==> config.mk <==
export PLATFORM = sky130hd
export DESIGN_NAME = noc_link_credit_buffer
export DESIGN_NICKNAME = d
export VERILOG_FILES = /design/src/rtl/noc_link_pkg.sv /design/src/rtl/noc_link_flit_fifo.sv /design/src/rtl/noc_link_credit_buffer.sv
export SDC_FILE = /design/constraint.sdc
export NUM_CORES = 1
export LEC_CHECK = 0
export BUFFER_PORTS_ARGS = -buffer_cell sky130_fd_sc_hd__buf_2
export CAP_MARGIN = 20
export CORE_MARGIN = 2
export CORE_UTILIZATION = 30
export CTS_CLUSTER_DIAMETER = 60
export DETAILED_ROUTE_END_ITERATION = 10
export SYNTH_ARGS = -nofsm -noshare
export SYNTH_HDL_FRONTEND = slang
export SYNTH_SLANG_ARGS = --single-unit
==> constraint.sdc <==
create_clock -name clk_noc -period 9.4 [get_ports clk_noc]
set_input_delay 1.88 -clock clk_noc [delete_from_list [all_inputs] [get_ports clk_noc]]
set_output_delay 1.88 -clock clk_noc [all_outputs]
set_load 0.05 [all_outputs]
==> src/rtl/noc_link_pkg.sv <==
// Shared definitions for the NoC link credit buffer.
//
// flit_t is the router-native flit layout {is_tail, dest, data}. The link FIFO
// stores entries packed in this same order, so a flit can be moved between the
// router and the link stage without reshuffling bits.
package noc_link_pkg;

    localparam int unsigned NOC_FLIT_WIDTH = 64;
    localparam int unsigned NOC_DEST_WIDTH = 6;

    typedef struct packed {
        logic                      is_tail;
        logic [NOC_DEST_WIDTH-1:0] dest;
        logic [NOC_FLIT_WIDTH-1:0] data;
    } flit_t;

    // Width of a counter that must represent 0..credits inclusive.
    function automatic int unsigned credit_cnt_width(input int unsigned credits);
        return $clog2(credits + 1);
    endfunction

    // Pointer width for a FIFO of the given depth; a depth of 1 still needs one bit.
    function automatic int unsigned ptr_width(input int unsigned depth);
        return (depth > 1) ? $clog2(depth) : 1;
    endfunction

endpackage

==> src/rtl/noc_link_flit_fifo.sv <==
// Synchronous flit FIFO for the link credit buffer.
//
// Ports:
//   clk_noc, rst_noc  clock, asynchronous active-high reset (clears pointers/occupancy)
//   push, wdata       write request and entry; ignored when full unless popping
//   pop, rdata        read request; rdata is the current head (valid when !empty)
//   full, empty       status flags
//   occupancy         number of stored entries (0..DEPTH)
//
// A push while full is accepted only if a pop happens in the same cycle; the
// head is read before the edge, so overwriting the freed slot is safe.
module noc_link_flit_fifo
    import noc_link_pkg::*;
#(
    parameter int unsigned WIDTH = 71,
    parameter int unsigned DEPTH = 4
) (
    input  logic                           clk_noc,
    input  logic                           rst_noc,
    input  logic                           push,
    input  logic [WIDTH-1:0]               wdata,
    input  logic                           pop,
    output logic [WIDTH-1:0]               rdata,
    output logic                           full,
    output logic                           empty,
    output logic [$clog2(DEPTH+1)-1:0]     occupancy
);

    localparam int unsigned PTR_WIDTH = ptr_width(DEPTH);
    localparam int unsigned OCC_WIDTH = $clog2(DEPTH + 1);
    localparam logic [PTR_WIDTH-1:0] LAST_PTR = PTR_WIDTH'(DEPTH - 1);
    localparam logic [OCC_WIDTH-1:0] OCC_FULL = OCC_WIDTH'(DEPTH);

    logic [WIDTH-1:0]     mem [DEPTH];
    logic [PTR_WIDTH-1:0] wr_ptr_q, wr_ptr_d;
    logic [PTR_WIDTH-1:0] rd_ptr_q, rd_ptr_d;
    logic [OCC_WIDTH-1:0] occ_q, occ_d;
    logic                 push_ok;
    logic                 pop_ok;

    // Explicit compare-and-reset so non-power-of-two depths wrap correctly.
    function automatic logic [PTR_WIDTH-1:0] inc_ptr(input logic [PTR_WIDTH-1:0] ptr);
        return (ptr == LAST_PTR) ? '0 : ptr + 1'b1;
    endfunction

    assign full      = (occ_q == OCC_FULL);
    assign empty     = (occ_q == '0);
    assign occupancy = occ_q;
    assign rdata     = mem[rd_ptr_q];

    assign pop_ok  = pop && !empty;
    assign push_ok = push && (!full || pop_ok);

    always_comb begin
        wr_ptr_d = wr_ptr_q;
        rd_ptr_d = rd_ptr_q;
        occ_d    = occ_q;
        if (push_ok) begin
            wr_ptr_d = inc_ptr(wr_ptr_q);
        end
        if (pop_ok) begin
            rd_ptr_d = inc_ptr(rd_ptr_q);
        end
        if (push_ok && !pop_ok) begin
            occ_d = occ_q + 1'b1;
        end else if (!push_ok && pop_ok) begin
            occ_d = occ_q - 1'b1;
        end
    end

    always_ff @(posedge clk_noc or posedge rst_noc) begin
        if (rst_noc) begin
            wr_ptr_q <= '0;
            rd_ptr_q <= '0;
            occ_q    <= '0;
        end else begin
            wr_ptr_q <= wr_ptr_d;
            rd_ptr_q <= rd_ptr_d;
            occ_q    <= occ_d;
        end
    end

    // Storage carries no reset; stale contents are never visible past the pointers.
    always_ff @(posedge clk_noc) begin
        if (push_ok) begin
            mem[wr_ptr_q] <= wdata;
        end
    end

endmodule

==> src/rtl/noc_link_credit_buffer.sv <==
// Elastic credit-based buffer stage on a router-to-router link.
//
// Ports:
//   clk_noc, rst_noc              NoC clock, asynchronous active-high reset
//   data_in/dest_in/is_tail_in    flit from the upstream router output port
//   send_in                       flit valid (one cycle per flit)
//   credit_out                    pulse: one local entry freed (returned upstream)
//   data_out/dest_out/is_tail_out registered flit to the downstream router
//   send_out                      pulse: one flit sent downstream
//   credit_in                     pulse: one downstream input entry freed
//   occupancy                     local entries in use
//   overflow_err                  sticky: flit dropped because the buffer was full
//   credit_err                    sticky: credit returned while the counter was saturated
//
// A flit is popped when the buffer is non-empty and the downstream credit
// counter is non-zero; a credit arriving in the same cycle is only counted at
// the edge, so it cannot enable that cycle's pop.
module noc_link_credit_buffer
    import noc_link_pkg::*;
#(
    parameter int unsigned FLIT_WIDTH         = 64,
    parameter int unsigned DEST_WIDTH         = 6,
    parameter int unsigned BUFFER_DEPTH       = 4,
    parameter int unsigned DOWNSTREAM_CREDITS = 1
) (
    input  logic                                clk_noc,
    input  logic                                rst_noc,
    input  logic [FLIT_WIDTH-1:0]               data_in,
    input  logic [DEST_WIDTH-1:0]               dest_in,
    input  logic                                is_tail_in,
    input  logic                                send_in,
    output logic                                credit_out,
    output logic [FLIT_WIDTH-1:0]               data_out,
    output logic [DEST_WIDTH-1:0]               dest_out,
    output logic                                is_tail_out,
    output logic                                send_out,
    input  logic                                credit_in,
    output logic [$clog2(BUFFER_DEPTH+1)-1:0]   occupancy,
    output logic                                overflow_err,
    output logic                                credit_err
);

    localparam int unsigned ENTRY_WIDTH = FLIT_WIDTH + DEST_WIDTH + 1;
    localparam int unsigned CNT_WIDTH   = credit_cnt_width(DOWNSTREAM_CREDITS);
    localparam logic [CNT_WIDTH-1:0] CNT_MAX = CNT_WIDTH'(DOWNSTREAM_CREDITS);

    logic [ENTRY_WIDTH-1:0] head;
    logic                   fifo_full;
    logic                   fifo_empty;
    logic                   pop;
    logic                   overflow_evt;
    logic                   credit_sat;
    logic [CNT_WIDTH-1:0]   credit_q, credit_d;

    noc_link_flit_fifo #(
        .WIDTH (ENTRY_WIDTH),
        .DEPTH (BUFFER_DEPTH)
    ) u_fifo (
        .clk_noc   (clk_noc),
        .rst_noc   (rst_noc),
        .push      (send_in),
        .wdata     ({is_tail_in, dest_in, data_in}),
        .pop       (pop),
        .rdata     (head),
        .full      (fifo_full),
        .empty     (fifo_empty),
        .occupancy (occupancy)
    );

    assign pop          = !fifo_empty && (credit_q != '0);
    assign overflow_evt = send_in && fifo_full && !pop;

    // Credit counter: next = count - pop + credit_in, saturating at the reset value.
    always_comb begin
        credit_d   = credit_q;
        credit_sat = 1'b0;
        if (pop && !credit_in) begin
            credit_d = credit_q - 1'b1;
        end else if (!pop && credit_in) begin
            if (credit_q == CNT_MAX) begin
                credit_sat = 1'b1;
            end else begin
                credit_d = credit_q + 1'b1;
            end
        end
    end

    always_ff @(posedge clk_noc or posedge rst_noc) begin
        if (rst_noc) begin
            credit_q <= CNT_MAX;
        end else begin
            credit_q <= credit_d;
        end
    end

    // Output stage: the popped head is registered; data holds when idle.
    always_ff @(posedge clk_noc or posedge rst_noc) begin
        if (rst_noc) begin
            send_out    <= 1'b0;
            credit_out  <= 1'b0;
            data_out    <= '0;
            dest_out    <= '0;
            is_tail_out <= 1'b0;
        end else begin
            send_out   <= pop;
            credit_out <= pop;
            if (pop) begin
                {is_tail_out, dest_out, data_out} <= head;
            end
        end
    end

    always_ff @(posedge clk_noc or posedge rst_noc) begin
        if (rst_noc) begin
            overflow_err <= 1'b0;
            credit_err   <= 1'b0;
        end else begin
            if (overflow_evt) begin
                overflow_err <= 1'b1;
            end
            if (credit_sat) begin
                credit_err <= 1'b1;
            end
        end
    end

endmodule

Word-level counts from Yosys, hierarchy flattened --
Memories as Yosys holds them, arrays and structs flattened. A register that Yosys moved wholly into a read port is not among the register bits. Cells that the tools add are included. Widths: inputs -> output; s select.
Storage, ports and cells: register bits 11, bits in writable memories 284, output and inout port bits 78, memories 1
Cells by class: add/subtract/negate cells 6, equality and inequality tests 3, mux-type cells 12, reduce and logical (&&, ||, !) cells 19
Memory list:
- u_fifo.mem | words 4, bits a word 71, read ports 1, clocked after memory_dff 1, wr ports 1, line noc_link_flit_fifo.sv:34 | logic [WIDTH-1:0] mem [DEPTH];
Operators by type and width (count):
- $logic_and 1x1->1 | 9
- $mux 1 | 8
- $logic_not 1->1 | 6
- $mux 3 | 2
- $add 2x1->2 const B | 2
- $eq 2x2->1 const B | 2
- $mux 2 | 2
- $reduce_bool 2->1 | 2
- $add 3x1->3 const B | 1
- $eq 3x3->1 const B | 1
- $logic_not 3->1 | 1
- $sub 3x1->3 const B | 1
- $add 1x1->1 const B | 1
- $logic_or 1x1->1 | 1
- $sub 1x1->1 const B | 1

Depth between registers and ports, before layout --
Gate-level depths: netlist of the first run.
depth in word-level cells 10, depth in mapped cells 9, depth with buffers taken out 8

By module --
A second synthesis of the first run with hierarchy kept.
Second synthesis, totals: cell total of the unflattened synthesis 574, area, all modules 13905.8 um^2
By module, submodules not included:
- noc_link_flit_fifo | times used 1, cells each 409, area each 10735.3 um^2
- noc_link_credit_buffer | times used 1, cells each 165, area each 3170.5 um^2

Worst setup path before layout of the first run --
OpenSTA, ideal clock, no wires.
kind input-to-reg, from input port send_in, to memory u_fifo.mem[0][0], enable pin, arrival 3.897 ns, data required time 8.963 ns, setup slack 5.067 ns, cell stages on the path 3, path buffers 1, cells stage by stage nor2b_1 clkbuf_1 and2_1
Between the ends: longest elaborated chain between the ends 3
Ends and longest elaborated chain:
- start, declared | line noc_link_credit_buffer.sv:31 | input logic send_in,
- $logic_and 1x1->1 | line noc_link_flit_fifo.sv:52 | assign push_ok = push && (!full || pop_ok);
- named net u_fifo.push_ok | line noc_link_flit_fifo.sv:38 | logic push_ok;
- $mux 1 | line noc_link_flit_fifo.sv:85 | if (push_ok) begin
- $mux 1 (implied by the code) | line noc_link_flit_fifo.sv:86 | mem[wr_ptr_q] <= wdata;
- end, declared | line noc_link_flit_fifo.sv:34
The timed path passes the listed nets, and every way through them passes these cells.

Worst setup path after layout of the first run --
from input port send_in, to memory u_fifo.mem[1][14], enable pin
Between the ends: longest elaborated chain between the ends 3
Ends and longest elaborated chain (line):
- $logic_and 1x1->1 | noc_link_flit_fifo.sv:52
- $mux 1 | noc_link_flit_fifo.sv:85
- $mux 1 (implied by the code) | noc_link_flit_fifo.sv:86
No other way between the ends.

==> results of run 1 <==
## flip-flops by register name, indices dropped and copies added, names as in the netlist
signal / flops
u_fifo.wr_ptr_q: 2
u_fifo.occupancy: 3
credit_q: 1
send_out: 1
u_fifo.mem: 284
data_out: 64
dest_out: 6
overflow_err: 1
credit_err: 1
is_tail_out: 1
u_fifo.rd_ptr_q: 2
## power by group through the flow
stage               logic [uW]  registers, uW  clock network (uW)
detailed placement        2000           2530                   0
floorplan                 1050           2970                   0
finish                    2020           2420                1500
global placement          1980           2510                   0
CTS                       2000           2500                1550
global route              2160           2480                1620
## stage by stage
stage          hold WS, ps  instance area, sq um  setup WS [ps]  utilization (%)
2_1_floorplan          509                 13500           5070                -
3_3_place_gp           438                 14900           5470             33.6
3_5_place_dp           446                 14900           5460             33.6
4_1_cts                463                 16200           6020             36.5
5_1_grt                481                 16200           5880             36.6
6_report               465                 16200           6040             36.6
## cells by family after synthesis
family                     after synthesis  synth area share, %
DFF                                    366                 78.5
xor gates and xnor gates                 3                0.195
and+or+nand+nor                         11                0.445
adders and majority gates                9                0.891
buffers and inverters                   32                 1.54
AOI/OAI and AO/OA                        4                0.260
muxes                                  147                 18.2
## placed cells by master (no fill, tap or decap), types with 3 or more instances in the layout
master,netlist,routed
mux4_2,71,71
diode_2,0,3
dfrtp_1,81,79
clkbuf_1,8,9
bufinv_16,0,3
and2_4,0,4
clkinv_2,0,6
mux2_2,76,76
clkbuf_8,0,3
buf_4,6,8
edfxtp_1,284,284
clkbuf_16,0,41
ha_1,8,8
clkinv_1,0,6
buf_2,4,152
inv_1,6,5
## worst max-delay path by stage
| stage | end | slack, ps | cells past startpoint |
|---|---|---|---|
| after floorplan | u_fifo.mem[0][0]$_DFFE_PP_ | 5070 | 3 |
| after global placement | u_fifo.mem[3][15]$_DFFE_PP_ | 5470 | 4 |
| after detailed placement | u_fifo.mem[3][15]$_DFFE_PP_ | 5460 | 4 |
| after CTS | u_fifo.mem[3][14]$_DFFE_PP_ | 6020 | 4 |
| after global routing | u_fifo.mem[3][14]$_DFFE_PP_ | 5880 | 4 |
| final | u_fifo.mem[1][14]$_DFFE_PP_ | 6040 | 4 |
## final cells by class
type	count	area [sq um]
Clock inverter	18	170
Tap cell	592	741
Multi-Input combinational cell	174	2720
Fill cell	4144	28100
Sequential cell	366	10600
Inverter	6	25.0
Antenna cell	3	7.51
Clock buffer	53	1100
Timing Repair Buffer	162	876
## metal layers
metal | part of all wire (%) | global-route usage [%]
met2 | 49 | 18.8
met3 | 6.7 | 3.50
met1 | 42 | 14.7
met4 | 2.1 | 3.04
met5 | 0.36 | 0
==> flow_metrics.tcl, run 1 <==
set metrics [dict create \
    path_buf_inv 2 \
    comb_power_share_pct 34.0 \
    place_hpwl_microns 15700 \
    worst_pin_slew_ps 1100 \
    skew_ps 10.9 \
    clockBufferDepth 3 \
    powerDensity_nw_per_um2 366 \
    grt_pass1_vias 6519 \
    slowest_delay_ps 810 \
    async_reset_ff_share_pct 22.4 \
    antenna_found_initial 10 \
    grt_pass1_wl_microns 40300 \
    switching_share_pct 34.4 \
    finalSetupViolations 0 \
    critical_path.cell_chain "buf_2 -> nor2b_1 -> and2_4 -> buf_4" \
    cts_resized 0 \
    htree_levels 2 \
    cellLeakagePower_uw 0.00573 \
    instances_no_fill 1374 \
    numCtsBuffers 39 \
    post_drt_wl_per_cell_microns 19.2 \
    synth.distinct_cells 23 \
    clock_power_share_pct 25.3 \
    maxSlewHeadroom_pct 26.4 \
    drv_slew 0 \
    root_buffer "clkbuf_16" \
    end_kind "register" \
    synth_nets 656 \
    dr.pass1.iters 4 \
    track_usage_pct 11.4 \
    worstSkewPairLatency_ps 510 \
    reg2reg_slack_ps 6670 \
    drc 0 \
    critPathRequiredTime_ps 9530 \
    drt_iter0_markers 353 \
    post-synth-top-count-cell "edfxtp_1" \
    status "finished, final reports clean" \
    crit_family "buffers and inverters" \
    startpoint_type "input pin" \
    cts_tree "yes" \
    r2r_end "data_out[4]$_DFFE_PP0P_" \
    timing.fmax_mhz 297 \
    vias_per_cell 4.42 \
    grt_max_degree 74 \
    r2r_cells 3 \
    cp.arrival_ps 3500 \
    initial_utilization_pct 30.4 \
    drive_gt1_share_pct 48.0 \
    portBuffers 152 \
    final.min_clock_period_ps 3360 \
    switchingPower_uw 2050 \
    synth_common_cells "edfxtp_1 (284), dfrtp_1 (81), mux2_2 (76)" \
    die-area_sq_um 46700 \
    place_inst 1298 \
    finalPower_uw 5950 \
    nets 833 \
    cp-startpoint "send_in" \
    critPathKind "input pin to register" \
    synthTopCellsByArea "edfxtp_1 (63%), dfrtp_1 (15%), mux4_2 (12%), mux2_2 (6.3%), ha_1 (0.74%)" \
    ir_worst_vdd_mv 0.360 \
    seq_power_share_pct 40.7 \
    yosysTopAreaCell "edfxtp_1" \
    rsz0062_at_grt "no" \
    syn-mean-instance-area_sq_um 23.6 \
    hold_depth 1 \
    synth_edf_count 284 \
    crit_slowest_cell "buf_4" \
    hold_path_class "register to register" \
    reg2reg_from "u_fifo.rd_ptr_q[0]$_DFFE_PP0P_" \
    synthFlopType "edfxtp_1" \
    rows 77 \
    via_count 6071 \
    setup_tns_ps 0 \
    syn_inst 572 \
    grt-ovfl-total 0 \
    clock_sinks 366 \
    cp_max_fo 71 \
    ys_ff_latch 366 \
    coreArea_sq_um 44300 \
    die_w_microns 216 \
    layout_worst_path_cycle_share_pct 35.8 \
    fp.dieH_microns 216 \
    netlist_area_sq_um 13500 \
    hold_path_startpoint "overflow_err$_DFFE_PP0P_" \
    ctsHoldBuffers 0 \
    ys_warn_count 0 \
    gp_congestion 0.686 \
    post-cts-setup-buffer-count 0 \
    finalWirelength_microns 26400 \
    clkTransAtPathRegs_ps 60 \
    min_to "overflow_err$_DFFE_PP0P_" \
    cap_violations 0 \
    yosysTopAreaCellShare_pct 63.2 \
    io-pin-count 153 \
    syn_to_final_growth_pct 20.3 \
    ant_nets 0 \
    hold_viol 0 \
    yosysSeqAreaShare_pct 78.5 \
    p_int_uw 3900 \
]
No activity file was read; power rests on OpenSTA's default activity.
==> run 2, diff against run 1 <==
ABC_AREA = 1   (was not set)
clock period = 3.2 ns   (was 9.4 ns; I/O delays follow)
==> run 2 against run 1 <==
Area after synthesis increased by 13%. Die area up 13%. Clock skew grew 4.7 ps. Synthesized cell count grew to 2.6 times the previous value. Hold slack worse by 440 ps. Critical endpoint is now u_fifo.occupancy[1]$_DFFE_PP0P_. Sequential cell count unchanged. Combinational power increased to 3.6 times the previous value. Cell count up 70%. Clock-buffer cell count decreased by 1.
==> flow_metrics.tcl, run 2 <==
set metrics [dict create \
    status "finished, final reports clean" \
    timing.fmax_mhz 414 \
    powerDensity_nw_per_um2 1040 \
    drt_iter0_markers 557 \
    synth_mux_area_share_pct 0 \
    drv_slew 0 \
    place_inst 2260 \
    drc 0 \
    clockBufferDepth 3 \
    coreArea_sq_um 50100 \
    async_reset_ff_share_pct 22.4 \
    synth_edf_count 284 \
    cts_tree "yes" \
    ant_nets 0 \
    yosysTopAreaCell "edfxtp_1" \
    antenna_found_initial 14 \
    cp_max_fo 7 \
    instances_no_fill 2334 \
    synth_nets 1567 \
    track_usage_pct 13.0 \
    grt_max_degree 145 \
    initial_utilization_pct 30.4 \
    largest_reg_flops 284 \
    yosysSeqAreaShare_pct 69.5 \
    cp.arrival_ps 2830 \
    synth_top_family_by_area "simple AND/OR/NAND/NOR gates" \
    grt-ovfl-total 0 \
    setup_slack_ps 787 \
    nets 1713 \
    synth_common_cells "nand2_1 (581), inv_1 (299), edfxtp_1 (284)" \
    hold_viol 0 \
    synthFlopType "edfxtp_1" \
    post-synth-top-count-cell "nand2_1" \
    synth_xor_area_share_pct 0.115 \
    ys_warn_count 0 \
    numCtsBuffers 38 \
    post_drt_wl_per_cell_microns 14.7 \
    ctsHoldBuffers 0 \
    htree_levels 2 \
    layout_worst_path_cycle_share_pct 75.4 \
    syn_inst 1483 \
    clock_sinks 366 \
    syn-mean-instance-area_sq_um 10.3 \
    ir_worst_vdd_mv 0.407 \
    final.min_clock_period_ps 2410 \
    maxSlewHeadroom_pct 44.6 \
    finalWirelength_microns 34300 \
    via_count 9773 \
    cts_resized 0 \
    syn_to_final_growth_pct 18.5 \
    critPathKind "register to register" \
    startpoint_type "register" \
    r2r_cells 9 \
    synth.distinct_cells 25 \
    ys_ff_latch 366 \
    skew_ps 15.5 \
    dr.pass1.iters 5 \
    drive_gt1_share_pct 14.5 \
    rsz0062_at_grt "no" \
    mostFrequentLayoutCell "nand2_1" \
    hold_path_class "input pin to asynchronous set/reset pin" \
    dp_slack_ps 833 \
    reg_top3 "u_fifo.mem x284, data_out x64, dest_out x6" \
    gp_congestion 0.694 \
    finalSetupViolations 0 \
    synth_compound_gate_area_share_pct 0.263 \
    end_kind "register" \
    portBuffers 152 \
    rows 82 \
    cap_violations 0 \
    vias_per_cell 4.19 \
    place_hpwl_microns 19700 \
    yosysTopAreaCellShare_pct 56.0 \
    root_buffer "clkbuf_16" \
    yosys.area_share.simple_pct 19.4 \
    critPathRequiredTime_ps 3620 \
    layout_common_cells "nand2_1 (581), inv_1 (298), edfxtp_1 (284), buf_2 (152), nand3_1 (146)" \
    worstSkewPairLatency_ps 530 \
    fp.dieH_microns 229 \
    nFillCells 4955 \
    die-area_sq_um 52500 \
    cellLeakagePower_uw 0.00852 \
    synthTopCellsByArea "edfxtp_1 (56%), nand2_1 (14%), dfrtp_1 (13%), inv_1 (7.4%), nand3_1 (4.8%)" \
    regMostFlops "u_fifo.mem" \
    clkTransAtPathRegs_ps 60 \
    die_w_microns 229 \
    grt_pass1_vias 9738 \
    grt_pass1_wl_microns 53800 \
    worst_pin_slew_ps 830 \
    netlist_area_sq_um 15200 \
    io-pin-count 153 \
    synthAdderAreaFrac_pct 0.789 \
    post-cts-setup-buffer-count 0 \
]
## run 2: cell types whose count changed in the layout (fill, tap and decap cells not counted), sizes merged, moves of 6 or more
cell	before	now
nand2	2	582
buf	162	168
mux4	71	0
mux2	76	0
inv	7	302
nand3	0	146
## run 2: final timing paths
kind / start / to / slack [ps]
max: u_fifo.occupancy[0]$_DFFE_PP0P_ / u_fifo.occupancy[1]$_DFFE_PP0P_ / 790
min: rst_noc / credit_err$_DFFE_PP0P_ / 30
max reg2reg: u_fifo.occupancy[0]$_DFFE_PP0P_ / u_fifo.occupancy[1]$_DFFE_PP0P_ / 790
min reg2reg: data_out[41]$_DFFE_PP0P_ / data_out[41]$_DFFE_PP0P_ / 470
max in group asynchronous: rst_noc / data_out[9]$_DFFE_PP0P_ / 2350
min in group clk_noc: data_in[28] / u_fifo.mem[3][28]$_DFFE_PP_ / 320
## run 2: cell type report
type	count	area [sq um]	area share (%)
clock buffers	52	1110	6.14
well taps	672	841	4.66
inverters	302	1140	6.32
repair buffers	168	988	5.48
multi-input cells	753	3170	17.6
clock inverters	18	198	1.10
flip-flops and latches	366	10600	58.7
diodes	3	7.51	0.0416
## run 2: logic make-up (layout without fill, tap and decap cells)
group / Yosys count / in the layout
and+or+nand+nor: 736 / 736
DFF: 366 / 366
buffers and inverters: 364 / 540
adders and majority gates: 9 / 9
AOI/OAI and AO/OA: 6 / 6
xor gates and xnor gates: 2 / 2
other: 0 / 3
## run 2: worst max-delay path, stage by stage, from the launching register on
cell     delay (ps)
dfrtp_1         440
nor2_1          290
nand3_1         210
nand2_1         410
inv_1           110
ha_1            220
inv_1            90
fa_1            420
nand2_1          80
nand2_1          50
## run 2: metal layers
layer  part of all wire [%]  GRT usage, %  wire length (microns)
met5                   0.49             0                    169
met4                    1.7          3.33                    588
met3                    6.7          4.16                   2310
met2                     47          21.6                  16000
met1                     44          16.4                  15200
## run 2: through the flow
step	cell area [sq um]	util [%]	hold WS, ps	total power, uW	setup TNS (ps)
CTS	18000	36.0	289	19000	0
finish	18000	36.0	27.3	18700	0
global route	18000	36.0	23.8	20000	0
detailed placement	16700	33.4	461	14400	0
floorplan	15200	-	492	12400	-81710
global placement	16700	33.4	460	14300	0
## run 2: power breakdown
group / total [uW] / internal [uW] / switching, uW
logic: 7210 / 1770 / 5440
clock network: 4530 / 2760 / 1770
registers: 6970 / 6480 / 498
total: 18700 / 11000 / 7710
==> run 3, diff against run 2 <==
clock period = 2 ns   (was 3.2 ns; I/O delays follow)
==> run 3 against run 2 <==
Combinational power increased by 71%. Largest cell class unchanged. Sequential power increased by 59%. Non-clock buffer count increased by 36. Maximum frequency increased by 28%. Highest routed layer unchanged. Final area increased by 4.3%.
==> flow_metrics.tcl, run 3 (same netlist as run 2, synthesis figures left out) <==
set metrics [dict create \
    timing.fmax_mhz 531 \
    crit_top_cell "nand2_1" \
    multi_input_area_sq_um 3210 \
    syn_to_final_growth_pct 23.7 \
    coreArea_sq_um 50100 \
    switchingPower_uw 13000 \
    critPathRequiredTime_ps 2430 \
    drv_slew 0 \
    slowest_delay_ps 440 \
    post-cts-setup-buffer-count 0 \
    status "finished, final reports clean" \
    rows 82 \
    clockBufferDepth 3 \
    post_drt_wl_per_cell_microns 15.3 \
    place_hpwl_microns 21300 \
    final.min_clock_period_ps 1880 \
    nFillCells 4944 \
    dp_slack_ps 99.5 \
    vias_per_cell 4.22 \
    cts_resized 0 \
    reg_top3 "u_fifo.mem x284, data_out x64, dest_out x6" \
    clock_power_share_pct 26.7 \
    startpoint_type "register" \
    critPathKind "register to register" \
    worst_pin_slew_ps 558 \
    hold_viol 0 \
    layout_common_cells "nand2_1 (580), inv_1 (298), edfxtp_1 (284), buf_2 (152), nand3_1 (145)" \
    skew_ps 23.2 \
    finalSetupViolations 0 \
    crit_family "simple AND/OR/NAND/NOR gates" \
    grt_pass1_vias 10200 \
    antenna_found_initial 8 \
    cp.arrival_ps 2320 \
    io-pin-count 153 \
    p_int_uw 19000 \
    regMostFlops "u_fifo.mem" \
    die_w_microns 229 \
    portBuffers 152 \
    via_count 10100 \
    initial_utilization_pct 30.4 \
    drt_iter0_markers 510 \
    grt-ovfl-total 0 \
    cap_violations 0 \
    comb_power_share_pct 38.5 \
    cts_tree "yes" \
    critical_path.cell_chain "nor2_4 -> nand2_1 -> nand2_4 -> ha_2 -> inv_1 -> fa_1 -> nand2_1 -> nand3_1 -> xor2_1" \
    die-area_sq_um 52500 \
    instances_no_fill 2385 \
    cp_max_fo 4 \
    largest_reg_flops 284 \
    root_buffer "clkbuf_16" \
    finalPower_uw 31900 \
    path_buf_inv 1 \
    track_usage_pct 14.0 \
    cellLeakagePower_uw 0.00889 \
    rsz0062_at_grt "no" \
    end_kind "register" \
    layout_worst_path_cycle_share_pct 94.1 \
    place_inst 2296 \
    clkTransAtPathRegs_ps 60 \
    grt_max_degree 100 \
    drive_gt1_share_pct 17.7 \
    clock_sinks 366 \
    gp_congestion 0.755 \
    drc 0 \
    mostFrequentLayoutCell "nand2_1" \
    nets 1755 \
    seq_area_sq_um 10600 \
    numCtsBuffers 44 \
    dr.pass1.iters 5 \
    worstSkewPairLatency_ps 560 \
    fp.dieH_microns 229 \
    hold_path_class "input pin to register" \
    switching_share_pct 40.6 \
    seq_power_share_pct 34.8 \
    finalWirelength_microns 36500 \
    powerDensity_nw_per_um2 1700 \
    ir_worst_vdd_mv 0.859 \
    ant_nets 0 \
    setup_slack_ps 118 \
    grt_pass1_wl_microns 56900 \
    htree_levels 2 \
    crit_slowest_cell "dfrtp_2" \
    maxSlewHeadroom_pct 62.7 \
]
-- run 3: power groups by stage --
stage / clock [uW] / combinational [uW] / sequential [uW]
after global routing: 9040 / 13600 / 11300
after global placement: 0 / 12300 / 11200
after detailed placement: 0 / 12500 / 11300
after CTS: 8760 / 12500 / 11100
after floorplan: 0 / 6040 / 13900
final: 8520 / 12300 / 11100
-- run 3: through the flow --
stage,TNS (ps),area [sq um],hold WS (ps),util [%]
CTS,0,18800,13.3,37.6
global placement,0,17200,460,34.3
floorplan,-94360,15300,492,-
finish,0,18800,49.9,37.6
global route,0,18800,23.7,37.6
detailed placement,0,17200,462,34.3
-- run 3: routing by layer --
layer  vias to the layer above  part of all wire (%)  routed length [microns]  global-route usage, %
li1                       4979                     -                        -                      -
met1                      4787                    43                    15700                   17.3
met2                       223                    48                    17600                   23.8
met3                        73                   5.4                     1960                   2.89
met4                         8                   3.1                     1120                   5.74
met5                         -                  0.13                       49                      0
-- run 3: cell type report --
type | count | share of cell area [%]
Clock inverter | 23 | 1.56
Timing Repair Buffer | 204 | 7.53
Tap cell | 672 | 4.47
Antenna cell | 6 | 0.0798
Inverter | 302 | 6.06
Sequential cell | 366 | 56.3
Clock buffer | 59 | 6.96
Multi-Input combinational cell | 753 | 17.0
-- run 3: what timing repair did --
action | CTS | global route
endpoints found under the setup margin | 0 | 0
hold buffers | 1 | 0
endpoints found under the hold margin | 11 | 0
-- run 3: worst paths after layout --
| path | startpoint | to | slack (ps) | cells past startpoint |
|---|---|---|---|---|
| max | u_fifo.occupancy[1]$_DFFE_PP0P_ | u_fifo.occupancy[2]$_DFFE_PP0P_ | 120 | 9 |
| min | dest_in[1] | u_fifo.mem[3][65]$_DFFE_PP_ | 50 | 1 |
| max reg2reg | u_fifo.occupancy[1]$_DFFE_PP0P_ | u_fifo.occupancy[2]$_DFFE_PP0P_ | 120 | 9 |
| min reg2reg | data_out[15]$_DFFE_PP0P_ | data_out[15]$_DFFE_PP0P_ | 470 | 2 |
| max in group asynchronous | rst_noc | u_fifo.rd_ptr_q[1]$_DFFE_PP0P_ | 910 | 4 |
| min in group asynchronous | rst_noc | dest_out[5]$_DFFE_PP0P_ | 470 | 3 |
